### config.mk
export PLATFORM = sky130hd
export DESIGN_NAME = axis_store_memory
export DESIGN_NICKNAME = d
export VERILOG_FILES = /design/src/rtl/axis_store_memory.sv
export SDC_FILE = /design/constraint.sdc
export NUM_CORES = 1
export LEC_CHECK = 0
export CAP_MARGIN = 30
export CORE_UTILIZATION = 37
export CTS_CLUSTER_SIZE = 40
export DETAILED_ROUTE_END_ITERATION = 7
export PLACE_DENSITY = 0.6
export SETUP_SLACK_MARGIN = 0.4
export SYNTH_ARGS = -nofsm -noshare
export SYNTH_HDL_FRONTEND = slang
export SYNTH_SLANG_ARGS = --single-unit
export TNS_END_PERCENT = 1
### constraint.sdc
create_clock -name s01_axis_aclk -period 8.75 [get_ports s01_axis_aclk]
set_clock_uncertainty 0.15 [all_clocks]
set_input_delay 1.75 -clock s01_axis_aclk [delete_from_list [all_inputs] [get_ports s01_axis_aclk]]
set_output_delay 1.75 -clock s01_axis_aclk [all_outputs]
set_load 0.02 [all_outputs]
### src/rtl/axis_store_memory.sv
// Word store fed by an AXI-Stream slave; replays the stored batch in write order on an
// AXI-Stream master when rd_start is pulsed, then empties itself for the next batch.
module axis_store_memory #(
    parameter int unsigned DATA_WIDTH = 32,
    parameter int unsigned ADDR_WIDTH = 4
) (
    input  logic                    s01_axis_aclk,
    input  logic                    s01_axis_aresetn,
    input  logic [DATA_WIDTH-1:0]   s01_axis_tdata,
    input  logic [DATA_WIDTH/8-1:0] s01_axis_tstrb,
    input  logic                    s01_axis_tvalid,
    input  logic                    s01_axis_tlast,
    output logic                    s01_axis_tready,
    input  logic                    m01_axis_tready,
    output logic [DATA_WIDTH-1:0]   m01_axis_tdata,
    output logic [DATA_WIDTH/8-1:0] m01_axis_tstrb,
    output logic                    m01_axis_tvalid,
    output logic                    m01_axis_tlast,
    input  logic                    rd_start,
    output logic [ADDR_WIDTH:0]     wr_count,
    output logic                    full,
    output logic                    busy
);

    localparam int unsigned Depth = 2 ** ADDR_WIDTH;
    localparam int unsigned StrbWidth = DATA_WIDTH / 8;
    localparam logic [ADDR_WIDTH:0] DepthCount = {1'b1, {ADDR_WIDTH{1'b0}}};
    localparam logic [ADDR_WIDTH:0] OneCount = {{ADDR_WIDTH{1'b0}}, 1'b1};

    typedef enum logic [0:0] {StIdle, StRead} state_e;

    state_e                 state_q, state_d;
    logic [ADDR_WIDTH-1:0]  wr_ptr_q, wr_ptr_d;
    logic [ADDR_WIDTH-1:0]  rd_ptr_q, rd_ptr_d;
    logic [ADDR_WIDTH:0]    wr_count_q, wr_count_d;
    logic [DATA_WIDTH-1:0]  m_tdata_q, m_tdata_d;
    logic [StrbWidth-1:0]   m_tstrb_q, m_tstrb_d;
    logic                   m_tvalid_q, m_tvalid_d;
    logic                   m_tlast_q, m_tlast_d;
    // Keeps tready low while reset is held and for the first cycle after release.
    logic                   ready_en_q;

    logic [DATA_WIDTH-1:0]  mem [Depth];
    logic [DATA_WIDTH-1:0]  wr_data_masked;
    logic                   wr_store;
    logic [ADDR_WIDTH:0]    count_after;
    logic [ADDR_WIDTH-1:0]  rd_ptr_next;

    // Unused by storage; tlast from upstream carries no meaning here.
    logic unused_tlast;
    assign unused_tlast = s01_axis_tlast;

    assign full            = (wr_count_q == DepthCount);
    assign busy            = (state_q == StRead);
    assign s01_axis_tready = ready_en_q && (state_q == StIdle) && !full;
    assign wr_store        = s01_axis_tvalid && s01_axis_tready && (|s01_axis_tstrb);
    assign count_after     = wr_count_q + {{ADDR_WIDTH{1'b0}}, wr_store};
    assign rd_ptr_next     = rd_ptr_q + 1'b1;

    assign wr_count        = wr_count_q;
    assign m01_axis_tdata  = m_tdata_q;
    assign m01_axis_tstrb  = m_tstrb_q;
    assign m01_axis_tvalid = m_tvalid_q;
    assign m01_axis_tlast  = m_tlast_q;

    // Zero every byte whose strobe is clear.
    always_comb begin
        wr_data_masked = '0;
        for (int i = 0; i < StrbWidth; i++) begin
            if (s01_axis_tstrb[i]) begin
                wr_data_masked[i*8 +: 8] = s01_axis_tdata[i*8 +: 8];
            end
        end
    end

    // Storage array; deliberately not reset.
    always_ff @(posedge s01_axis_aclk) begin
        if (wr_store) begin
            mem[wr_ptr_q] <= wr_data_masked;
        end
    end

    // Next-state logic for write pointer/count, replay pointer and master output registers.
    always_comb begin
        state_d    = state_q;
        wr_ptr_d   = wr_ptr_q;
        rd_ptr_d   = rd_ptr_q;
        wr_count_d = wr_count_q;
        m_tdata_d  = m_tdata_q;
        m_tstrb_d  = m_tstrb_q;
        m_tvalid_d = m_tvalid_q;
        m_tlast_d  = m_tlast_q;
        unique case (state_q)
            StIdle: begin
                if (wr_store) begin
                    wr_ptr_d   = wr_ptr_q + 1'b1;
                    wr_count_d = count_after;
                end
                if (rd_start && (count_after != '0)) begin
                    state_d    = StRead;
                    rd_ptr_d   = '0;
                    // A word written this very cycle to slot 0 is not yet in the array.
                    m_tdata_d  = (wr_store && (wr_ptr_q == '0)) ? wr_data_masked : mem[0];
                    m_tvalid_d = 1'b1;
                    m_tstrb_d  = '1;
                    m_tlast_d  = (count_after == OneCount);
                end
            end
            StRead: begin
                if (m01_axis_tready && m_tvalid_q) begin
                    if (m_tlast_q) begin
                        state_d    = StIdle;
                        wr_ptr_d   = '0;
                        rd_ptr_d   = '0;
                        wr_count_d = '0;
                        m_tdata_d  = '0;
                        m_tstrb_d  = '0;
                        m_tvalid_d = 1'b0;
                        m_tlast_d  = 1'b0;
                    end else begin
                        rd_ptr_d  = rd_ptr_next;
                        m_tdata_d = mem[rd_ptr_next];
                        m_tlast_d = ({1'b0, rd_ptr_next} == (wr_count_q - 1'b1));
                    end
                end
            end
            default: state_d = StIdle;
        endcase
    end

    // State and output registers; async reset aborts any replay in progress.
    always_ff @(posedge s01_axis_aclk or negedge s01_axis_aresetn) begin
        if (!s01_axis_aresetn) begin
            state_q    <= StIdle;
            wr_ptr_q   <= '0;
            rd_ptr_q   <= '0;
            wr_count_q <= '0;
            m_tdata_q  <= '0;
            m_tstrb_q  <= '0;
            m_tvalid_q <= 1'b0;
            m_tlast_q  <= 1'b0;
            ready_en_q <= 1'b0;
        end else begin
            state_q    <= state_d;
            wr_ptr_q   <= wr_ptr_d;
            rd_ptr_q   <= rd_ptr_d;
            wr_count_q <= wr_count_d;
            m_tdata_q  <= m_tdata_d;
            m_tstrb_q  <= m_tstrb_d;
            m_tvalid_q <= m_tvalid_d;
            m_tlast_q  <= m_tlast_d;
            ready_en_q <= 1'b1;
        end
    end

endmodule

==> impl_metrics.ini, run 1 <==
[cts]
cts_buffer_depth = 3
tritoncts = done
cts-resized-gates = 0
cts-htree-levels = 2
cts_num_sinks = 561
clk_pin_slew_ns = 0.06
clk_latency_ns = 0.61
cts_buffers = 56
post_cts_buffers = 0
root_buffer = clkbuf_16
hold_buffers = 0

[floorplan]
num_rows = 89
io_pins = 88
coreArea_um2 = 59400
start_util = 0.377
fp.dieW_um = 248
fp.dieH_um = 248
fp.dieArea_um2 = 61500

[grt]
grt_usage = 0.171
grt_max_degree = 67
grt-ovfl-total = 0
grt_pass1_vias = 11500
grt_pass1_wl_um = 75700
antenna_found_initial = 0

[drt]
drc = 0
drtIter0Drc = 941
wire_per_inst_um = 25.2
detail_route.vias_per_cell = 5.39
finalWirelength_um = 51400
vias = 11000
detail-route-antenna-nets = 0
firstDrtPassIters = 4

[yosys]
yosysTopAreaCell = edfxtp_1
syn-num-nets = 1152
netlist_area_um2 = 22400
ys_types = 44
async_flop_share = 0.0873
yosys_most_used_dff = edfxtp_1
ys_warn_count = 0
yosys.area.top_type_share = 0.687
synth_area_leaders = edfxtp_1 (69%), mux4_2 (13%), dfrtp_1 (5.5%)
syn_area_per_cell_um2 = 20.3
ys_seq_area_frac = 0.742
postSynthCellCount = 1101
ys_ff_latch = 561
synth-edff-count = 512

[layout]
layout.nets = 1267
area_growth_pct = 16.8
seq_area_um2 = 16600
multi_input_area_um2 = 5550
final_cells = 2039
drive_gt1_frac = 0.214
nFillCells = 5026

[critical_path]
r2r_start = busy
crit_path_end_kind = flip-flop
worstPathArrival_ns = 5.53
crit_path_end = m01_axis_tdata[7]
crit_chain = clkdlybuf4s50_1 > o41ai_1 > nor3_1 > buf_4 > ha_1 > ha_1 > xnor2_1 > a31o_2 > a21oi_4 > buf_4 > o21ai_0 > o22a_1
crit_path_top_delay_cell = clkdlybuf4s50_1
r2r-end = m01_axis_tdata[7]
required_ns = 9.08
start_kind = primary input
critPathMaxFanout = 66
rr_worst_depth = 12
worst_path_largest_cell_delay_ns = 0.74
critPathLaunch = s01_axis_tstrb[1]
worstSetupPathType = primary input to flip-flop
rrSetupSlack_ns = 4.80

[sta]
slew_violations = 0
fmax_ghz = 0.192
worst_pin_slew_ns = 1.01
finalSetupViolCount = 0
finalCritPeriodShare = 0.594
rsz0062_at_grt = false
slew_headroom = 0.324
fin_setup_tns_ns = 0
finalHoldViolations = 0
final.min_clock_period_ns = 5.20

[placement]
placed_cells = 1930
port-buffer-count = 86
gp_congestion = 0.711
hpwl_um = 27800

[min_path]
hold_path_class = flip-flop to flip-flop

[pwr]
power.leakage_nw = 8.15
power_density_nw_per_um2 = 312
vdd_ir_drop_max_v = 0.000201

[run_status]
status = completed

[flow_run]
drv_cap = 0
## logic make-up (layout without fill, tap and decap cells)
family                     after synthesis  count (layout)  synth area share
DFF                                    561             561             0.742
buffers and inverters                   75             238            0.0148
muxes                                  226             226             0.173
other                                    1               3          0.000168
AOI/OAI and AO/OA                      119             119            0.0354
and+or+nand+nor                         95              95            0.0240
adders and majority gates                9               9           0.00503
xor gates and xnor gates                15              15           0.00620
## worst max-delay path: cells and delay by family
family / cells / cell delay [ns]
compound gates: 5 / 1.46
xor+xnor: 1 / 0.15
fa+ha+maj: 2 / 0.47
buf+inv: 3 / 1.60
simple gates: 1 / 0.08
## where the power goes
part           switching (W)  internal [W]
combinational        0.00126       0.00125
clock               0.000986       0.00140
sequential          0.000176       0.00310
## synthesized netlist by cell type (all sizes together), types with 2 or more instances
cell type and n:
xor2 7, o22ai 32, o21ai 42, nand2 15, xnor2 8, edfxtp 512
buf 27, a21oi 2, nor3 6, mux2 2, nor4 4, clkbuf 39
dfrtp 49, ha 9, and3 2, inv 9, a22o 4, nand2b 2
nand3 7, and2 40, mux2i 96, mux4 128, nor2 12, o22a 32
## flip-flops by register name, indices dropped and copies added (netlist names)
signal	count
m01_axis_tdata	32
wr_count	5
wr_ptr_q	4
m01_axis_tlast	1
m01_axis_tstrb	1
rd_ptr_q	4
busy	1
ready_en_q	1
mem	512
## placed cells by master (no fill, tap or decap), types with 3 or more instances in the layout
cell             synthesis  routed
clkbuf_16                0      58
inv_1                    9       9
and2_1                  40      32
buf_4                    7      36
o21ai_1                 10      10
a22o_1                   4       4
o22ai_1                 32      32
mux4_2                 128     128
xnor2_1                  8       8
xor2_1                   6       6
nor3_2                   0       4
clkinv_2                 0       6
nor4_1                   3       3
nor2_1                  12       8
bufinv_16                0       4
clkdlybuf4s50_1          0      85
clkbuf_1                39      17
and2_2                   0       8
edfxtp_1               512     512
ha_1                     9       8
o21ai_0                 32      32
dfrtp_1                 49      47
o22a_1                  32      32
nand2_1                 15      15
nand3_1                  7       7
mux2i_1                 96      96
nor2_4                   0       4
clkinv_1                 0      11
clkbuf_8                 0       8
## per-layer routing
metal,GRT usage,vias to the layer above,wire [µm]
li1,-,4780,-
met1,0.238,5893,22900
met2,0.281,260,25400
met3,0.0271,66,2010
met4,0.0438,0,1030
met5,0,-,0
## final cells by class
| cell class | count | share of cell area |
|---|---|---|
| sequential | 561 | 0.635 |
| clock buffer | 83 | 0.0622 |
| clock inverter | 23 | 0.00828 |
| antenna | 2 | 0.000191 |
| inverter | 9 | 0.00129 |
| tap | 773 | 0.0370 |
| timing repair buffer | 123 | 0.0435 |
| multi-input combinational | 465 | 0.212 |
## per-stage QoR
| step | instance area [µm²] | total power (W) | worst slack, ns | utilization | hold WS (ns) |
|---|---|---|---|---|---|
| 3_3_place_gp | 24300 | 0.00587 | 2.97 | 0.409 | 0.333 |
| 5_1_grt | 26100 | 0.00854 | 3.31 | 0.440 | 0.398 |
| 6_report | 26100 | 0.00816 | 3.55 | 0.440 | 0.353 |
| 3_5_place_dp | 24300 | 0.00589 | 2.95 | 0.409 | 0.346 |
| 2_1_floorplan | 22400 | 0.00512 | 3.42 | - | 0.319 |
| 4_1_cts | 26100 | 0.00827 | 3.57 | 0.440 | 0.360 |
## how the worst min path moves through the flow
stage,startpoint,end,slack (ns),depth (start not counted)
after floorplan,rd_ptr_q[3],rd_ptr_q[3],0.32,2
after global placement,rd_ptr_q[3],rd_ptr_q[3],0.33,2
after detailed placement,rd_ptr_q[3],rd_ptr_q[3],0.35,2
after CTS,rd_ptr_q[3],rd_ptr_q[3],0.36,2
after global routing,m01_axis_tdata[24],m01_axis_tdata[24],0.40,1
final,rd_ptr_q[3],rd_ptr_q[3],0.35,2
Note: power is estimated with default switching activity, not from simulation.
==> run 2, diff against run 1 <==
- clock period: 8.75 -> 5 ns (I/O delays scaled with it)
==> impl_metrics.ini, run 2 (synthesis gave the netlist of run 1 again) <==
[sta]
worst_slack_ns = 1.12
fmax_ghz = 0.258
finalCritPeriodShare = 0.775
worst_pin_slew_ns = 0.779
rsz0062_at_grt = false
slew_violations = 0
slew_headroom = 0.481
finalSetupViolCount = 0
worst_hold_slack_ns = 0.308
final.min_clock_period_ns = 3.88
fin_setup_tns_ns = 0
finalHoldViolations = 0

[floorplan]
start_util = 0.377
num_rows = 89
coreArea_um2 = 59400
fp.dieW_um = 248
fp.dieArea_um2 = 61500
fp.dieH_um = 248
io_pins = 88

[pwr]
p_switching_w = 0.00431
p_seq_frac = 0.393
power_density_nw_per_um2 = 548
clockPowerShare = 0.292
power_w = 0.0145
vdd_ir_drop_max_v = 0.000325
intPower_w = 0.0102
p_comb_frac = 0.315
switching_share = 0.297
power.leakage_nw = 8.29

[cts]
post_cts_buffers = 0
root_buffer = clkbuf_16
cts-resized-gates = 0
hold_buffers = 0
clk_pin_slew_ns = 0.06
cts-htree-levels = 2
cts_buffer_depth = 3
cts_num_sinks = 561
clk_latency_ns = 0.61
cts_buffers = 56
tritoncts = done

[drt]
firstDrtPassIters = 5
detail_route.vias_per_cell = 5.39
detail-route-antenna-nets = 0
vias = 11100
drtIter0Drc = 936
drc = 0
wire_per_inst_um = 25.6
finalWirelength_um = 52500

[placement]
dp_slack_ns = 0.518
port-buffer-count = 86
gp_congestion = 0.720
placed_cells = 1946
hpwl_um = 29800

[layout]
num_antenna_cells = 0
layout.nets = 1283
final_cell_mix = edfxtp_1 (512), mux4_2 (128), mux2i_1 (96)
layout_commonest_cell = edfxtp_1
largest_reg_flops = 512
largest_register = mem
area_growth_pct = 18.2
final_cells = 2053
drive_gt1_frac = 0.228

[critical_path]
worstSetupPathType = primary input to flip-flop
worstPathArrival_ns = 4.23
start_kind = primary input
required_ns = 5.35
r2r-end = m01_axis_tdata[24]
rr_worst_depth = 13
crit_path_end_kind = flip-flop
critPathMaxFanout = 32
r2r_start = wr_count[0]
rrSetupSlack_ns = 1.46

[grt]
grt-ovfl-total = 0
grt_pass1_vias = 11500
antenna_found_initial = 1
grt_pass1_wl_um = 76900
grt_max_degree = 71
grt_usage = 0.175

[min_path]
hold_path_class = primary input to asynchronous set/reset pin

[flow_run]
drv_cap = 0

[run_status]
status = completed
==> run 2: cell count changes in the layout (fill, tap and decap cells not counted), sizes merged <==
cell	change
buf	+16
clkbuf	-5
clkinv	+3
diode	-2
bufinv	+1
inv	+1
==> run 2: layout make-up <==
class	count	area (µm²)
clock buffers	78	1580
clock inverters	28	285
fillers	5058	32900
inverters	9	33.8
multi-input cells	465	5550
flip-flops and latches	561	16600
well taps	773	967
repair buffers	139	1420
==> run 2: how the worst max path moves through the flow <==
stage / startpoint / to / slack [ns] / cells past startpoint
3_3_place_gp: s01_axis_tstrb[3] / m01_axis_tdata[24] / 0.51 / 11
3_5_place_dp: s01_axis_tstrb[3] / m01_axis_tdata[24] / 0.52 / 11
6_report: s01_axis_tstrb[3] / m01_axis_tdata[24] / 1.12 / 11
4_1_cts: s01_axis_tstrb[3] / m01_axis_tdata[24] / 1.15 / 11
2_1_floorplan: wr_count[0] / mem[11][0] / 0.34 / 8
5_1_grt: s01_axis_tstrb[3] / m01_axis_tdata[24] / 0.95 / 11
==> run 2: power by group through the flow <==
stage	combinational (W)	sequential [W]	clock (W)
2_1_floorplan	0.00314	0.00582	0
3_3_place_gp	0.00459	0.00581	0
3_5_place_dp	0.00463	0.00582	0
4_1_cts	0.00465	0.00572	0.00434
5_1_grt	0.00492	0.00575	0.00450
6_report	0.00457	0.00571	0.00423
==> run 2: critical path, stage by stage <==
cell and delay [ns]:
clkdlybuf4s50_1 0.63, o41ai_1 0.57, nor3_1 0.12, ha_1 0.24
ha_1 0.26, xnor2_1 0.15, a31o_2 0.29, a21oi_4 0.17
buf_4 0.40, o21ai_0 0.17, o22a_1 0.19
==> run 2: stage by stage <==
step	area, µm²	utilization
4_1_cts	26400	0.445
2_1_floorplan	22400	-
3_3_place_gp	24600	0.414
5_1_grt	26500	0.446
3_5_place_dp	24600	0.414
6_report	26500	0.446
==> run 2: layer usage <==
metal | share of wire | global-route usage | routed length, µm
met1 | 0.44 | 0.241 | 23000
met2 | 0.49 | 0.287 | 25900
met3 | 0.051 | 0.0292 | 2670
met4 | 0.018 | 0.0455 | 920
met5 | 0 | 0 | 0
==> run 3, diff against run 2 <==
- PLACE_DENSITY: 0.6 -> 0.62
- clock period: 5 -> 3.45 ns (I/O delays scaled with it)
==> impl_metrics.ini, run 3 (synthesis gave the netlist of run 1 again) <==
[cts]
cts_buffer_depth = 3
cts_buffers = 56
root_buffer = clkbuf_16
clk_latency_ns = 0.61
tritoncts = done
cts-htree-levels = 2
clk_pin_slew_ns = 0.06
cts_num_sinks = 561

[grt]
grt_max_degree = 72
busiest_layer = met2
grt_usage = 0.182
grt_pass1_wl_um = 79900
gr-usage-met2 = 0.296
grt_use_met3 = 0.0263
antenna_found_initial = 3
grt-ovfl-total = 0
grt_use_met1 = 0.257
grt_pass1_vias = 11800

[floorplan]
coreArea_um2 = 59400
fp.dieArea_um2 = 61500
start_util = 0.377
fp.dieH_um = 248
num_rows = 89
fp.dieW_um = 248
io_pins = 88

[critical_path]
start_kind = primary input
worstPathArrival_ns = 3.33
rr_worst_depth = 14
worstSetupPathType = primary input to flip-flop
critPathMaxFanout = 9
crit_path_end_kind = flip-flop
required_ns = 3.79

[drt]
detail-route-antenna-nets = 0
vias = 11600
detail_route.vias_per_cell = 5.50
drc = 0
drtIter0Drc = 1063
firstDrtPassIters = 5
finalWirelength_um = 55300
wire_per_inst_um = 26.3

[sta]
fmax_ghz = 0.334
finalCritPeriodShare = 0.867
worst_hold_slack_ns = 0.358
slew_violations = 0
worst_pin_slew_ns = 0.620
finalHoldViolations = 0
finalSetupViolCount = 0
final.min_clock_period_ns = 2.99
slew_headroom = 0.587
rsz0062_at_grt = true

[placement]
hpwl_um = 29900
port-buffer-count = 86
gp_congestion = 0.744

[layout]
largest_register = mem
num_antenna_cells = 0
drive_gt1_frac = 0.263
largest_reg_flops = 512
area_growth_pct = 21.3
layout_commonest_cell = edfxtp_1
nFillCells = 4949
layout.nets = 1334
final_cell_mix = edfxtp_1 (512), mux4_2 (128), mux2i_1 (96)
final_util = 0.457

[flow_run]
drv_cap = 0

[pwr]
power.leakage_nw = 8.62
power_density_nw_per_um2 = 794
vdd_ir_drop_max_v = 0.000449

[min_path]
whs_path_depth = 1
hold_path_class = flip-flop to flip-flop

[run_status]
status = completed
==> run 3: through the flow <==
stage	setup WS [ns]	instance area [µm²]	TNS [ns]	cells	power, W
2_1_floorplan	0.409	22500	0	1101	0.0131
3_3_place_gp	-0.145	25200	-3.77	1987	0.0154
3_5_place_dp	-0.196	25200	-4.69	1987	0.0155
4_1_cts	0.369	27100	0	2100	0.0217
5_1_grt	0.364	27200	0	2103	0.0225
6_report	0.459	27200	0	2103	0.0216
==> run 3: critical path: stages <==
cell and delay [ns]:
clkdlybuf4s50_1 0.40, buf_4 0.16, o41ai_4 0.38, nor3_4 0.09
ha_2 0.20, ha_2 0.20, xnor2_1 0.12, a31o_2 0.28
a21oi_4 0.17, buf_12 0.16, buf_12 0.14, o21ai_0 0.11
o22a_1 0.19
==> run 3: where the power goes <==
group / switching (W) / total [W] / internal (W)
Sequential: 0.000316 / 0.00817 / 0.00786
Combinational: 0.00368 / 0.00750 / 0.00382
Clock: 0.00257 / 0.00590 / 0.00332
==> run 3: area by class of cell <==
class / count / area (µm²) / share of cell area
flip-flops and latches: 561 / 16600 / 0.612
multi-input cells: 465 / 5650 / 0.208
repair buffers: 190 / 2110 / 0.0779
clock buffers: 71 / 1510 / 0.0555
well taps: 773 / 967 / 0.0356
clock inverters: 34 / 273 / 0.0100
inverters: 9 / 33.8 / 0.00124
==> run 3: final timing paths <==
| path | slack (ns) | endpoint | from |
|---|---|---|---|
| max | 0.46 | m01_axis_tdata[17] | s01_axis_tstrb[0] |
| min | 0.36 | m01_axis_tdata[9] | m01_axis_tdata[9] |
| max reg2reg | 0.50 | m01_axis_tdata[17] | wr_count[0] |
| min reg2reg | 0.36 | m01_axis_tdata[9] | m01_axis_tdata[9] |
| max in group asynchronous | 1.92 | m01_axis_tdata[28] | s01_axis_aresetn |
| min in group asynchronous | 0.49 | m01_axis_tdata[9] | s01_axis_aresetn |
==> run 3: routing by layer <==
metal	share of wire	wire length, µm
met3	0.066	3640
met5	0.00051	28
met1	0.43	24100
met2	0.48	26700
met4	0.016	896
==> run 3: what timing repair did <==
item,in CTS,in global routing
cloned,2,1
setup buffers,5,2
hold endpoints to repair,21,0
hold buffers,1,0
endpoints found under the setup margin,35,34
pin swaps,1,5
gates resized for setup,6,7
